## src/rtl/visualizador_pkg.sv

```systemverilog
// Shared constants and helpers for the numeric display capture path.
package visualizador_pkg;

    localparam logic [6:0] SEG_0 = 7'h3F;
    localparam logic [6:0] SEG_1 = 7'h06;
    localparam logic [6:0] SEG_2 = 7'h5B;
    localparam logic [6:0] SEG_3 = 7'h4F;
    localparam logic [6:0] SEG_4 = 7'h66;
    localparam logic [6:0] SEG_5 = 7'h6D;
    localparam logic [6:0] SEG_6 = 7'h7D;
    localparam logic [6:0] SEG_7 = 7'h07;
    localparam logic [6:0] SEG_8 = 7'h7F;
    localparam logic [6:0] SEG_9 = 7'h6F;

    localparam logic [3:0] BCD_INVALIDO = 4'hF;

    localparam logic [1:0] ESPERA    = 2'd0;
    localparam logic [1:0] FILTRO    = 2'd1;
    localparam logic [1:0] CAPTURADO = 2'd2;

    // Anodes are active-low: exactly one zero selects a single digit.
    function automatic logic anodo_valido(input logic [3:0] anodos);
        case (anodos)
            4'b1110, 4'b1101, 4'b1011, 4'b0111: anodo_valido = 1'b1;
            default:                            anodo_valido = 1'b0;
        endcase
    endfunction

    function automatic logic [1:0] indice_digito(input logic [3:0] anodos);
        case (anodos)
            4'b1101: indice_digito = 2'd1;
            4'b1011: indice_digito = 2'd2;
            4'b0111: indice_digito = 2'd3;
            default: indice_digito = 2'd0;
        endcase
    endfunction

endpackage

```

## src/rtl/decodificador_7seg_bcd.sv

```systemverilog
// Inverse seven-segment table: active-high gfedcba pattern back to BCD.
module decodificador_7seg_bcd
    import visualizador_pkg::*;
(
    input  logic [6:0] segmentos,
    output logic [3:0] bcd,
    output logic       valido
);

    always_comb begin
        bcd    = BCD_INVALIDO;
        valido = 1'b1;
        case (segmentos)
            SEG_0:   bcd = 4'd0;
            SEG_1:   bcd = 4'd1;
            SEG_2:   bcd = 4'd2;
            SEG_3:   bcd = 4'd3;
            SEG_4:   bcd = 4'd4;
            SEG_5:   bcd = 4'd5;
            SEG_6:   bcd = 4'd6;
            SEG_7:   bcd = 4'd7;
            SEG_8:   bcd = 4'd8;
            SEG_9:   bcd = 4'd9;
            default: valido = 1'b0;
        endcase
    end

endmodule

```

## src/rtl/decodificador_visualizador_numerico.sv

```systemverilog
// Samples the multiplexed display bus, filters each anode/segment pattern
// until stable, and keeps the last decoded value of each of the four digits.
module decodificador_visualizador_numerico
    import visualizador_pkg::*;
#(
    parameter int ESTABLE = 4
) (
    input  logic       clock,
    input  logic       reset,
    input  logic [3:0] anodos,
    input  logic [7:0] segmentos,
    output logic [3:0] digito0,
    output logic [3:0] digito1,
    output logic [3:0] digito2,
    output logic [3:0] digito3,
    output logic [3:0] valido,
    output logic       frame_listo,
    output logic       error_codigo
);

    localparam logic [8:0] ESTABLE_L = 9'(ESTABLE);

    logic [11:0] p_reg;
    logic [11:0] p_prev;
    logic [1:0]  estado;
    logic [7:0]  cnt;
    logic [3:0]  visto;
    logic [3:0]  digitos [4];

    logic        anodo_ok;
    logic        cambio;
    logic [8:0]  cuenta_actual;
    logic [7:0]  cnt_sat;
    logic        captura;
    logic [1:0]  indice;
    logic [3:0]  visto_nuevo;
    logic [3:0]  bcd_dec;
    logic        valido_dec;

    decodificador_7seg_bcd u_decodificador (
        .segmentos (~p_reg[6:0]),
        .bcd       (bcd_dec),
        .valido    (valido_dec)
    );

    // cuenta_actual is the number of consecutive identical samples including
    // the one now in p_reg, so ESTABLE=1 captures on the first valid cycle.
    always_comb begin
        anodo_ok      = anodo_valido(p_reg[11:8]);
        cambio        = (p_reg != p_prev);
        cuenta_actual = (estado == ESPERA || cambio) ? 9'd1 : ({1'b0, cnt} + 9'd1);
        cnt_sat       = (cuenta_actual > ESTABLE_L) ? ESTABLE_L[7:0] : cuenta_actual[7:0];
        captura       = anodo_ok && (estado != CAPTURADO || cambio) &&
                        (cuenta_actual >= ESTABLE_L);
        indice        = indice_digito(p_reg[11:8]);
        visto_nuevo   = visto | (4'b0001 << indice);
    end

    always_ff @(posedge clock) begin
        if (reset) begin
            p_reg        <= 12'hFFF;
            p_prev       <= 12'hFFF;
            estado       <= ESPERA;
            cnt          <= 8'd0;
            visto        <= 4'd0;
            valido       <= 4'd0;
            frame_listo  <= 1'b0;
            error_codigo <= 1'b0;
            for (int i = 0; i < 4; i++) digitos[i] <= 4'd0;
        end else begin
            p_reg       <= {anodos, segmentos};
            p_prev      <= p_reg;
            frame_listo <= 1'b0;

            if (!anodo_ok) begin
                estado <= ESPERA;
                cnt    <= 8'd0;
            end else if (captura) begin
                estado <= CAPTURADO;
                cnt    <= cnt_sat;
            end else if (estado == CAPTURADO && !cambio) begin
                estado <= CAPTURADO;
            end else begin
                estado <= FILTRO;
                cnt    <= cnt_sat;
            end

            if (captura) begin
                digitos[indice] <= bcd_dec;
                valido[indice]  <= valido_dec;
                if (!valido_dec) error_codigo <= 1'b1;
                if (visto_nuevo == 4'hF) begin
                    frame_listo <= 1'b1;
                    visto       <= 4'd0;
                end else begin
                    visto <= visto_nuevo;
                end
            end
        end
    end

    assign digito0 = digitos[0];
    assign digito1 = digitos[1];
    assign digito2 = digitos[2];
    assign digito3 = digitos[3];

endmodule

```

## config.mk

```make
export PLATFORM = sky130hd
export DESIGN_NAME = decodificador_visualizador_numerico
export DESIGN_NICKNAME = d
export VERILOG_FILES = /design/src/rtl/visualizador_pkg.sv /design/src/rtl/decodificador_7seg_bcd.sv /design/src/rtl/decodificador_visualizador_numerico.sv
export SDC_FILE = /design/constraint.sdc
export NUM_CORES = 1
export LEC_CHECK = 0
export ABC_AREA = 1
export BUFFER_PORTS_ARGS = -buffer_cell sky130_fd_sc_hd__buf_2
export CAP_MARGIN = 0
export CELL_PAD_IN_SITES_DETAIL_PLACEMENT = 1
export CELL_PAD_IN_SITES_GLOBAL_PLACEMENT = 1
export CORE_MARGIN = 2
export CORE_UTILIZATION = 38
export CTS_CLUSTER_SIZE = 14
export DETAILED_ROUTE_END_ITERATION = 12
export PLACE_DENSITY = 0.74
export SKIP_CTS_REPAIR_TIMING = 1
export SYNTH_ARGS = -nofsm -noshare
export SYNTH_HDL_FRONTEND = slang
export SYNTH_SLANG_ARGS = --single-unit
```

## constraint.sdc

```tcl
create_clock -name clock -period 1.85 [get_ports clock]
set_input_delay 0.185 -clock clock [delete_from_list [all_inputs] [get_ports clock]]
set_output_delay 0.185 -clock clock [all_outputs]
set_load 0.05 [all_outputs]
```

==> results of run 1 <==
## placed cells by master (no fill, tap or decap), drive strengths merged
master	synthesis	final
nor2	46	46
nor4	2	2
nand3	18	18
nand2	82	82
a31oi	1	1
edfxtp	16	16
o2111a	1	1
o22ai	2	2
xor2	3	3
or2	15	15
clkinvlp	0	2
clkbuf	3	10
o21ai	10	10
nor3	14	14
buf	1	81
a221oi	1	1
xnor2	4	4
ha	1	1
a21oi	7	7
nand4	7	7
bufinv	0	1
clkinv	0	4
inv	49	48
dfxtp	44	44
## routing by layer
layer | wire (um) | global-route usage (%) | up-vias | part of all wire (%)
met5 | 0 | 0 | - | 0
met4 | 84 | 7.83 | 0 | 1.1
met3 | 239 | 4.74 | 8 | 3.3
met2 | 3890 | 33.5 | 42 | 53
met1 | 3130 | 21.4 | 1157 | 43
li1 | - | - | 1213 | -
## cell type report
type	count	area share [%]
clock buffer	10	3.46
clock inverter	6	1.49
inverter	49	5.09
multi-input combinational	214	35.2
sequential	60	37.7
tap	80	2.72
timing repair buffer	81	14.3
## cells by family (layout without fill, tap and decap cells)
logic type,Yosys count,in the layout,share of synthesized area [%]
AO/OA/AOI/OAI,22,22,5.12
XOR/XNOR,7,7,2.32
adder cells (fa/ha/maj),1,1,0.474
buffers and inverters,53,146,7.59
flip-flops,60,60,51.6
AND/OR/NAND/NOR,184,184,32.9
## report_power, final
group          total (mW)  switching (mW)  internal [mW]
clock                1.12           0.512          0.608
sequential           1.41          0.0267           1.38
combinational       0.295           0.190          0.105
## worst register-to-register path, cell delays in order, from the launching register on
cell and delay (ns):
dfxtp_2 0.34, buf_6 0.10, ha_4 0.18, nand3_2 0.10
xor2_2 0.16, nand4_1 0.16, nor2_2 0.08, nor2_4 0.17
nand2_2 0.10, nor2_4 0.24, inv_2 0.08, nor3_2 0.16
## synthesized netlist by cell type
library cell | instances | share of area, %
nor3_2 | 4 | 1.5
o21ai_1 | 3 | 0.57
nand2_4 | 1 | 0.43
o22ai_1 | 2 | 0.47
inv_1 | 40 | 5.7
nor2_4 | 1 | 0.43
xor2_1 | 3 | 1.0
nor2_2 | 7 | 1.7
ha_1 | 1 | 0.47
o21ai_2 | 3 | 1.0
edfxtp_1 | 16 | 18
o21ai_0 | 4 | 0.76
a221oi_1 | 1 | 0.33
nand2_2 | 3 | 0.71
nor3_1 | 9 | 1.7
clkbuf_1 | 3 | 0.43
xnor2_1 | 4 | 1.3
nand3_2 | 1 | 0.38
inv_2 | 9 | 1.3
nand3_1 | 17 | 3.2
nor3_4 | 1 | 0.62
a21oi_1 | 7 | 1.3
o2111a_1 | 1 | 0.43
nand2_1 | 78 | 11
nand4_1 | 7 | 1.7
nor4_1 | 2 | 0.47
or2_2 | 15 | 3.6
a31oi_1 | 1 | 0.24
buf_2 | 1 | 0.19
nor2_1 | 38 | 5.4
dfxtp_1 | 44 | 33
## path summary, 6_finish.rpt
check                                endpoint  slack, ns  cells past startpoint
worst max register to register  digitos[2][2]      -0.17                     11
worst max-delay path            digitos[2][2]      -0.17                     11
worst min register to register       visto[2]       0.46                      2
worst min-delay path                 p_reg[0]       0.03                      2
==> impl_results.md, run 1 <==
- Leakage power: around 1.7 nW
- Largest delay contributor family on the critical path: simple AND/OR/NAND/NOR gates
- Req. time, crit path: between 2 and 2.5 ns
- Worst Tran Pin Value: approximately 0.7 ns
- Sequential cell area: around 1400 um2
- Vias in the first global route: 2481
- DR vias/cell: ~4.8
- Non-filler instance count after layout: 500
- Hold Slack: 0.0293 ns
- Total CTS buffers: 9
- DR WL/cell: 14.7 um
- Cell mode on critical path: nor2_4
- Final worst setup slack: -0.166 ns
- Reg-to-Reg Start: cnt[1]
- Max-cap viol count: 0
- Failing checks: negative setup slack
- H-tree depth: 3
- Endpoints failing setup: 42
- Area post-placement: around 3200 um2
- Synth Cell Area: 2640 um2
- Via count: 2420
- Setup Crit Path Kind: register to register
- Startpoint types: register
- CTS tree: done
- Slew Viols, Final: 0
- Max FFs per register: 16
- Initial DRC Count: between 70 and 80
- Layout Skew: between 0.01 and 0.015 ns
- CP Buf/Inv Count: 2
- Final min period: between 2 and 2.5 ns
- CP max FO: 5
- CP cell instances: buf_6, ha_4, nand3_2, xor2_2, nand4_1, nor2_2, nor2_4, nand2_2, nor2_4, inv_2, nor3_2
- Status: complete, but fails checks
- RSZ-0062 raised after global routing: yes
- Worst skew pair latency: ~0.34 ns
- VDD IR-drop max: between 0.0005 and 0.0006 V
- CTS clk-pin slew, worst paths: 0.07 ns
- Power per cell area: approximately 770 nW/um2
- Post-synthesis sequential area ratio: about half
- Flops & latches, synth: 60
- Row count: 30
- Hold Path Class: input pin to register
- Initial Utilization: between 30% and 40%
- Number of fill cells: 808
- Arr. time, crit path: 2.21 ns
- Multi-input logic area: 1300 um2
- Synthesized netlist cell count: between 300 and 400
- TritonRoute pass-1 iters: 4
- Crit. End Element: register
- Layout Utilization: ~55%
- Min-delay src: segmentos[0]
- Clock tree buffer depth: 2
- Pre-CTS setup slack: -0.133 ns
- Synthesized Nets: approximately 340
- Drc violations: 0
- Fmax achieved: 496 MHz
- Initial antenna violation count: 0
- Setup TNS Final: -3.13 ns
- Layout cells sized above 1: between 40% and 50%
- CTS root buf: clkbuf_8
- First-pass GRT wire length: ~11 mm
- Final Power: about 2.8 mW
- CTS Sinks: 60
- Detailed placement HPWL: a little over 5 mm
- Chip Height: ~87 um
- Die area: 7620 um2
- Core Area: roughly 6800 um2
- Grt total ovfl: 0
- Nets@finish: 430
- Ys Warns: 0
- Final Cell Area: between 3000 and 4000 um2
- Total GRT Usage: about a fifth
- Port Buffer Count: 35
- Crit share post-route: 109%
- Worst slew margin: between 50% and 60%
- CP peak stage delay: about 0.34 ns
- Drt total wl: between 7 and 8 mm
- GPL Wtd Cong: 0.854
- Cells after DPL: roughly 470
- Final hold vios: 0
- Die width: between 80 and 90 um
- IO Pins: 36
- Worst Setup SP: cnt[1]
- Cell at the slowest stage of the critical path: dfxtp_2
- Synth cell types: 31
- Area growth syn-to-layout: 39.8%
- Antenna Cells: 0
- Avg Cell Area, Syn: 8.07 um2
- Pin count of the biggest net entering global routing: 18
- Post-DRT Antenna Nets: 0
(Power assumes the default switching activity.)
==> run 2, diff against run 1 <==
--- a/config.mk
+++ b/config.mk
@@ -11,10 +11,10 @@
 export CELL_PAD_IN_SITES_DETAIL_PLACEMENT = 1
 export CELL_PAD_IN_SITES_GLOBAL_PLACEMENT = 1
 export CORE_MARGIN = 2
-export CORE_UTILIZATION = 38
+export CORE_UTILIZATION = 39
 export CTS_CLUSTER_SIZE = 14
 export DETAILED_ROUTE_END_ITERATION = 12
-export PLACE_DENSITY = 0.74
+export PLACE_DENSITY = 0.73
 export SKIP_CTS_REPAIR_TIMING = 1
 export SYNTH_ARGS = -nofsm -noshare
 export SYNTH_HDL_FRONTEND = slang
==> constraint.sdc (replaced) <==
create_clock -name clock -period 2 [get_ports clock]
set_input_delay 0.2 -clock clock [delete_from_list [all_inputs] [get_ports clock]]
set_output_delay 0.2 -clock clock [all_outputs]
set_load 0.05 [all_outputs]
==> run 2 against run 1 <==
The run now ends clean. Clock power hardly changed. Clock-buffer cell count is 5 higher. Register-to-register slack better by 0.23 ns. Sequential power is 8% lower. Non-clock buffer count is 23 lower. Cell count is 5.4% lower. First-iteration DRC count is 49% lower. Global-route usage is 0.61 points lower. Critical endpoint is now digitos[0][2]. Worst hold slack better by 0.015 ns. Setup slack better by 0.23 ns. Maximum frequency is 4.3% higher. Highest routed layer unchanged. Sequential cell count stayed put.
==> impl_results.md, run 2 (same netlist as run 1, synthesis figures left out) <==
- Leakage power: 1.58 nW (-7.7%)
- Fmax achieved: 517 MHz (+4.3%)
- Total GRT Usage: 18.3% (-0.61 points)
- Hold Path Class: input pin to register
- CP Buf/Inv Count: 2 (unchanged)
- IO Pins: 36 (unchanged)
- CTS root buf: clkbuf_8
- Initial antenna violation count: 0 (unchanged)
- Max FFs per register: 16 (unchanged)
- Worst slew margin: 62.6% (+9.0 points)
- Power per cell area: 778 nW/um2 (+1.6%)
- Worst Tran Pin Value: 0.560 ns (-0.135 ns)
- Worst path depth: 9 (-2)
- Pre-CTS setup slack: -0.0685 ns (+0.0643 ns)
- Reg-to-Reg Start: cnt[0]
- Via count: 2289 (-5.4%)
- Clock tree buffer depth: 2 (unchanged)
- Slew Viols, Final: 0 (unchanged)
- Clock share of power: 41.6% (+1.9 points)
- H-tree depth: 3 (unchanged)
- Startpoint types: register
- DR WL/cell: 13.4 um (-8.6%)
- Row count: 29 (-3.3%)
- Min-delay src: segmentos[0]
- Port Buffer Count: 35 (unchanged)
- Core Area: 6460 um2 (-4.4%)
- Comb power frac: 9.2% (-1.2 points)
- Final hold vios: 0 (unchanged)
- Endpoints failing setup: 0 (-100%)
- Worst Hold Endpoint: p_reg[0]
- Final Cell Area: 3400 um2 (-7.7%)
- Layout cells sized above 1: 38.1% (-9.7 points)
- Non-filler instance count after layout: 473 (-5.4%)
- Nets@finish: 407 (-5.3%)
- Layout Skew: 0.00749 ns (-0.00541 ns)
- Max-cap viol count: 0 (unchanged)
- Drc violations: 0 (unchanged)
- CTS Sinks: 60 (unchanged)
- Commonest non-fill, non-tap cell in the layout: nand2_1
- Die area: 7440 um2 (-2.4%)
- Reg power frac: 49.2% (-0.7 points)
- DR vias/cell: 4.84 (about the same)
- TritonRoute pass-1 iters: 4 (unchanged)
- Initial DRC Count: 40 (-49%)
- Largest delay contributor family on the critical path: simple AND/OR/NAND/NOR gates
- Final min period: 1.93 ns (-0.0823 ns)
- GPL Wtd Cong: 0.824 (-3.5%)
- CTS clk-pin slew, worst paths: 0.07 ns (about the same)
- Switch share: 23.8% (-2.0 points)
- Req. time, crit path: 2.08 ns (+0.04 ns)
- Detailed placement HPWL: 4.74 mm (-7.6%)
- Area post-placement: 3040 um2 (-3.7%)
- Post-DRT Antenna Nets: 0 (unchanged)
- Cell at the slowest stage of the critical path: dfxtp_4
- CTS tree: done
- Pin count of the biggest net entering global routing: 18 (unchanged)
- Reg2Reg Capture Point: digitos[0][2]
- Crit. End Element: register
- CP max FO: 5 (unchanged)
- Grt total ovfl: 0 (unchanged)
- Chip Height: 86.2 um (-1.2%)
- Setup Crit Path Kind: register to register
- Cells after DPL: 455 (-3.8%)
- VDD IR-drop max: 0.000411 V (-24%)
- FF-to-FF path depth: 9 (-2)
- Hold path depth: 2 (unchanged)
- Final Power: 2.65 mW (-6.2%)
- Arr. time, crit path: 2.01 ns (-0.20 ns)
- Worst skew pair latency: 0.33 ns (about the same)
- Status: finished clean
- Final worst setup slack: 0.0658 ns (+0.232 ns)
- First-pass GRT wire length: 10.5 mm (-4.6%)
- Hold Slack: 0.0444 ns (+0.0151 ns)
- Most frequent cells in the layout: 70 x nand2_1, 38 x inv_1, 35 x buf_2
- P_sw: 0.630 mW (-14%)
- Antenna Cells: 0 (unchanged)
- Int Pwr: 2.02 mW (-3.6%)
- Reg-to-reg setup timing slack: 0.07 ns (+0.23 ns)
- Drt total wl: 6.35 mm (-14%)
- CP peak stage delay: 0.38 ns (+0.04 ns)
- Initial Utilization: 40.8% (+1.8 points)
- Die width: 86.2 um (-1.2%)
- Total CTS buffers: 9 (unchanged)
- Crit share post-route: 96.7% (-12 points)
- Vias in the first global route: 2341 (-5.6%)
- Area growth syn-to-layout: 29.0%
- CP cell instances: inv_1, nor2_4, xor2_1, nand4_1, nor2_2, nor2_4, nand4_1, buf_4, nor2_1
==> run 2: how the worst max path moves through the flow <==
stage | start | to
after floorplan | cnt[0] | digitos[0][0]
after global placement | cnt[0] | digitos[3][0]
after detailed placement | cnt[0] | digitos[0][3]
after CTS | cnt[0] | digitos[0][2]
after global routing | cnt[0] | digitos[0][2]
final | cnt[0] | digitos[0][2]
==> run 2: area by class of cell <==
class | instances | area (um2)
clock buffer | 15 | 208
sequential | 60 | 1390
multi-input combinational | 214 | 1180
tap | 77 | 96.3
inverter | 49 | 184
fill | 800 | 3060
timing repair buffer | 58 | 348
==> run 2: worst register-to-register path, stage by stage, from the launching register on <==
cell and delay [ns]:
dfxtp_4 0.38, inv_1 0.11, nor2_4 0.15, xor2_1 0.20, nand4_1 0.18, nor2_2 0.21, nor2_4 0.08, nand4_1 0.19
buf_4 0.15, nor2_1 0.03
==> run 2: power groups by stage <==
| stage | Combinational (mW) | Sequential [mW] | Clock, mW |
|---|---|---|---|
| after CTS | 0.236 | 1.31 | 1.12 |
| after global placement | 0.229 | 1.33 | 0 |
| after detailed placement | 0.234 | 1.33 | 0 |
| after floorplan | 0.112 | 1.37 | 0 |
| after global routing | 0.271 | 1.31 | 1.20 |
| final | 0.244 | 1.30 | 1.10 |
==> run 2: routing by layer <==
metal | wire length (um) | track usage (%)
met1 | 2870 | 21.9
met2 | 3150 | 31.4
met3 | 228 | 4.67
met4 | 100 | 7.24
met5 | 0 | 0
==> run 2: stage by stage <==
step                TNS (ns)  util (%)
global route           -1.17      52.7
detailed placement    -0.274      47.1
global placement           0      47.1
floorplan                  0         -
CTS                   -0.549      50.3
finish                     0      52.7
==> run 3, diff against run 2 <==
--- a/config.mk
+++ b/config.mk
@@ -18,4 +18,5 @@
 export SKIP_CTS_REPAIR_TIMING = 1
 export SYNTH_ARGS = -nofsm -noshare
 export SYNTH_HDL_FRONTEND = slang
+export SYNTH_HIERARCHICAL = 1
 export SYNTH_SLANG_ARGS = --single-unit
==> run 3 against run 2 <==
Area after synthesis is 2.8% higher. Clock-buffer cell count is 5 lower. Core utilization is 2.9 points lower. Die area is 2.7% higher. Global-route usage is 0.63 points lower. Largest cell class unchanged. Highest routed layer unchanged.
==> impl_results.md, run 3 <==
- Status: finished clean
- Most frequent cell after synthesis: nand2_1
- Avg Cell Area, Syn: 7.81 um2 (-3.1%)
- Drt total wl: 6.28 mm (-1.0%)
- P_sw: 0.649 mW (+3.1%)
- Layout Skew: 0.0135 ns (+0.00599 ns)
- Power per cell area: 803 nW/um2 (+3.1%)
- Synth area leaders: dfxtp_1 32%, edfxtp_1 18%, nand2_1 13%
- Post-DRT Antenna Nets: 0 (unchanged)
- Vias in the first global route: 2349 (+0.34%)
- Comb power frac: 8.6% (-0.6 points)
- Drc violations: 0 (unchanged)
- Area growth syn-to-layout: 24.0%
- Via count: 2303 (+0.61%)
- EDFF count, synth: 16 (unchanged)
- Final Power: 2.70 mW (+1.9%)
- Ys Warns: 6 (+6)
- Commonest non-fill, non-tap cell in the layout: nand2_1
- CTS root buf: clkbuf_8
- Final min period: 1.89 ns (-0.0470 ns)
- Int Pwr: 2.05 mW (+1.5%)
- TritonRoute pass-1 iters: 4 (unchanged)
- Flops & latches, synth: 60 (unchanged)
- Reg power frac: 48.3% (-0.9 points)
- Synth top area share: 32.5% (-0.91 points)
- Fmax achieved: 530 MHz (+2.5%)
- Worst skew pair latency: 0.34 ns (about the same)
- Core Area: 6760 um2 (+4.6%)
- VDD IR-drop max: 0.000381 V (-7.2%)
- Initial antenna violation count: 0 (unchanged)
- Startpoint types: register
- Detailed placement HPWL: 4.88 mm (+2.9%)
- Row count: 30 (+3.4%)
- Synthesized Nets: 362 (+5.8%)
- Die area: 7640 um2 (+2.7%)
- Layout Utilization: 49.8% (-2.9 points)
- Synthesized netlist cell count: 347 (+6.1%)
- CTS clk-pin slew, worst paths: 0.07 ns (about the same)
- Hold Path Class: input pin to register
- Die width: 87.4 um (+1.3%)
- Most frequent cells in the layout: 92 x nand2_1, 47 x inv_1, 40 x nor2_1
- Worst Tran Pin Value: 0.411 ns (-0.149 ns)
- Initial Utilization: 40.1% (-0.71 points)
- Endpoints failing setup: 0 (unchanged)
- Primary FF master, synth: dfxtp_1
- DR WL/cell: 12.8 um (-4.9%)
- Worst slew margin: 72.6% (+10 points)
- Slew Viols, Final: 0 (unchanged)
- RSZ-0062 raised after global routing: yes
- IO Pins: 36 (unchanged)
- Synth area leader: dfxtp_1
- GPL Wtd Cong: 0.753 (-8.6%)
- H-tree depth: 3 (unchanged)
- Crit. End Element: register
- Post-synthesis sequential area ratio: 50.2% (-1.4 points)
- CTS Sinks: 60 (unchanged)
- First-pass GRT wire length: 10.4 mm (-0.85%)
- Max-cap viol count: 0 (unchanged)
- Clock share of power: 43.2% (+1.6 points)
- Req. time, crit path: 2.09 ns (about the same)
- Synth Cell Area: 2710 um2 (+2.8%)
- CTS tree: done
- Number of fill cells: 850 (+6.3%)
- Clock tree buffer depth: 2 (unchanged)
- CP max FO: 5 (unchanged)
- Total CTS buffers: 9 (unchanged)
- Crit share post-route: 94.4% (-2.3 points)
- Chip Height: 87.4 um (+1.3%)
- Port Buffer Count: 35 (unchanged)
- Max FFs per register: 16 (unchanged)
- Setup Crit Path Kind: register to register
- Nets@finish: 422 (+3.7%)
- Total GRT Usage: 17.6% (-0.63 points)
- Antenna Cells: 0 (unchanged)
- Layout cells sized above 1: 32.3% (-5.8 points)
- Commonest cells in the netlist: 94 x nand2_1, 47 x inv_1, 44 x dfxtp_1, 41 x nor2_1, 16 x edfxtp_1
- Synth cell types: 27 (-13%)
- Leakage power: 1.61 nW (+1.8%)
- DR vias/cell: 4.68 (-3.3%)
- Grt total ovfl: 0 (unchanged)
- Final hold vios: 0 (unchanged)
- Pin count of the biggest net entering global routing: 18 (unchanged)
- Switch share: 24.1% (+0.28 points)
- Async SR Flop Fraction: 0% (unchanged)
- Initial DRC Count: 33 (-18%)
- Setup TNS Final: 0 ns (unchanged)
- Arr. time, crit path: 1.98 ns (-0.03 ns)
## run 3: cell types whose count changed after synthesis, moves of 4 or more
cell and change:
inv_1 +7, inv_2 -4, nand2_1 +16, nor3_1 -4
nand2_2 +12
## run 3: logic make-up after synthesis
| logic type | count (synthesis) | synth area share (%) |
|---|---|---|
| compound gates | 17 | 3.37 |
| xor+xnor | 7 | 2.26 |
| buf+inv | 56 | 7.75 |
| flops | 60 | 50.2 |
| simple gates | 206 | 35.9 |
| fa+ha+maj | 1 | 0.461 |
## run 3: layer usage
layer	vias up	global-route usage [%]	wire, um	share of wire (%)
met5	-	0	0	0
met4	0	7.83	116	1.8
met3	12	3.70	202	3.2
met2	43	31.2	3220	51
met1	1065	20.3	2750	44
li1	1183	-	-	-
## run 3: area by class of cell
type | instances | area (um2) | share of cell area [%]
inverter | 52 | 195 | 5.81
multi-input combinational | 231 | 1180 | 35.0
clock inverter | 6 | 80.1 | 2.38
timing repair buffer | 53 | 310 | 9.23
tap | 80 | 100 | 2.98
clock buffer | 10 | 128 | 3.80
sequential | 60 | 1370 | 40.8
## run 3: critical path, stage by stage (launching register included)
cell	delay, ns
dfxtp_2	0.36
inv_1	0.10
nor2_4	0.17
xor2_1	0.22
nand4_1	0.17
nor2_2	0.17
nor2_2	0.07
nand2_2	0.15
nor2_8	0.06
nand2_2	0.11
nor2_1	0.06
## run 3: power by group through the flow
stage	Combinational (mW)	Clock (mW)	Sequential, mW
global placement	0.224	0	1.33
CTS	0.232	1.18	1.30
global route	0.258	1.25	1.31
finish	0.231	1.16	1.30
floorplan	0.119	0	1.36
detailed placement	0.231	0	1.33
## run 3: path summary, 6_finish.rpt
path | start | end | slack, ns | cells past startpoint
setup / recovery | cnt[0] | digitos[0][3] | 0.11 | 10
hold / removal | segmentos[0] | p_reg[0] | 0.05 | 2
setup reg to reg | cnt[0] | digitos[0][3] | 0.11 | 10
hold reg to reg | visto[3] | visto[3] | 0.46 | 2
## run 3: metrics by stage
step | hold WS, ns | setup WS, ns | std cells | area (um2)
2_1_floorplan | 0.304 | 0.267 | 347 | 2710
3_3_place_gp | 0.383 | 0.0527 | 475 | 3100
3_5_place_dp | 0.385 | 0.00875 | 475 | 3100
4_1_cts | 0.0338 | -0.0260 | 491 | 3310
5_1_grt | 0.0377 | -0.0469 | 492 | 3360
6_report | 0.0456 | 0.113 | 492 | 3360
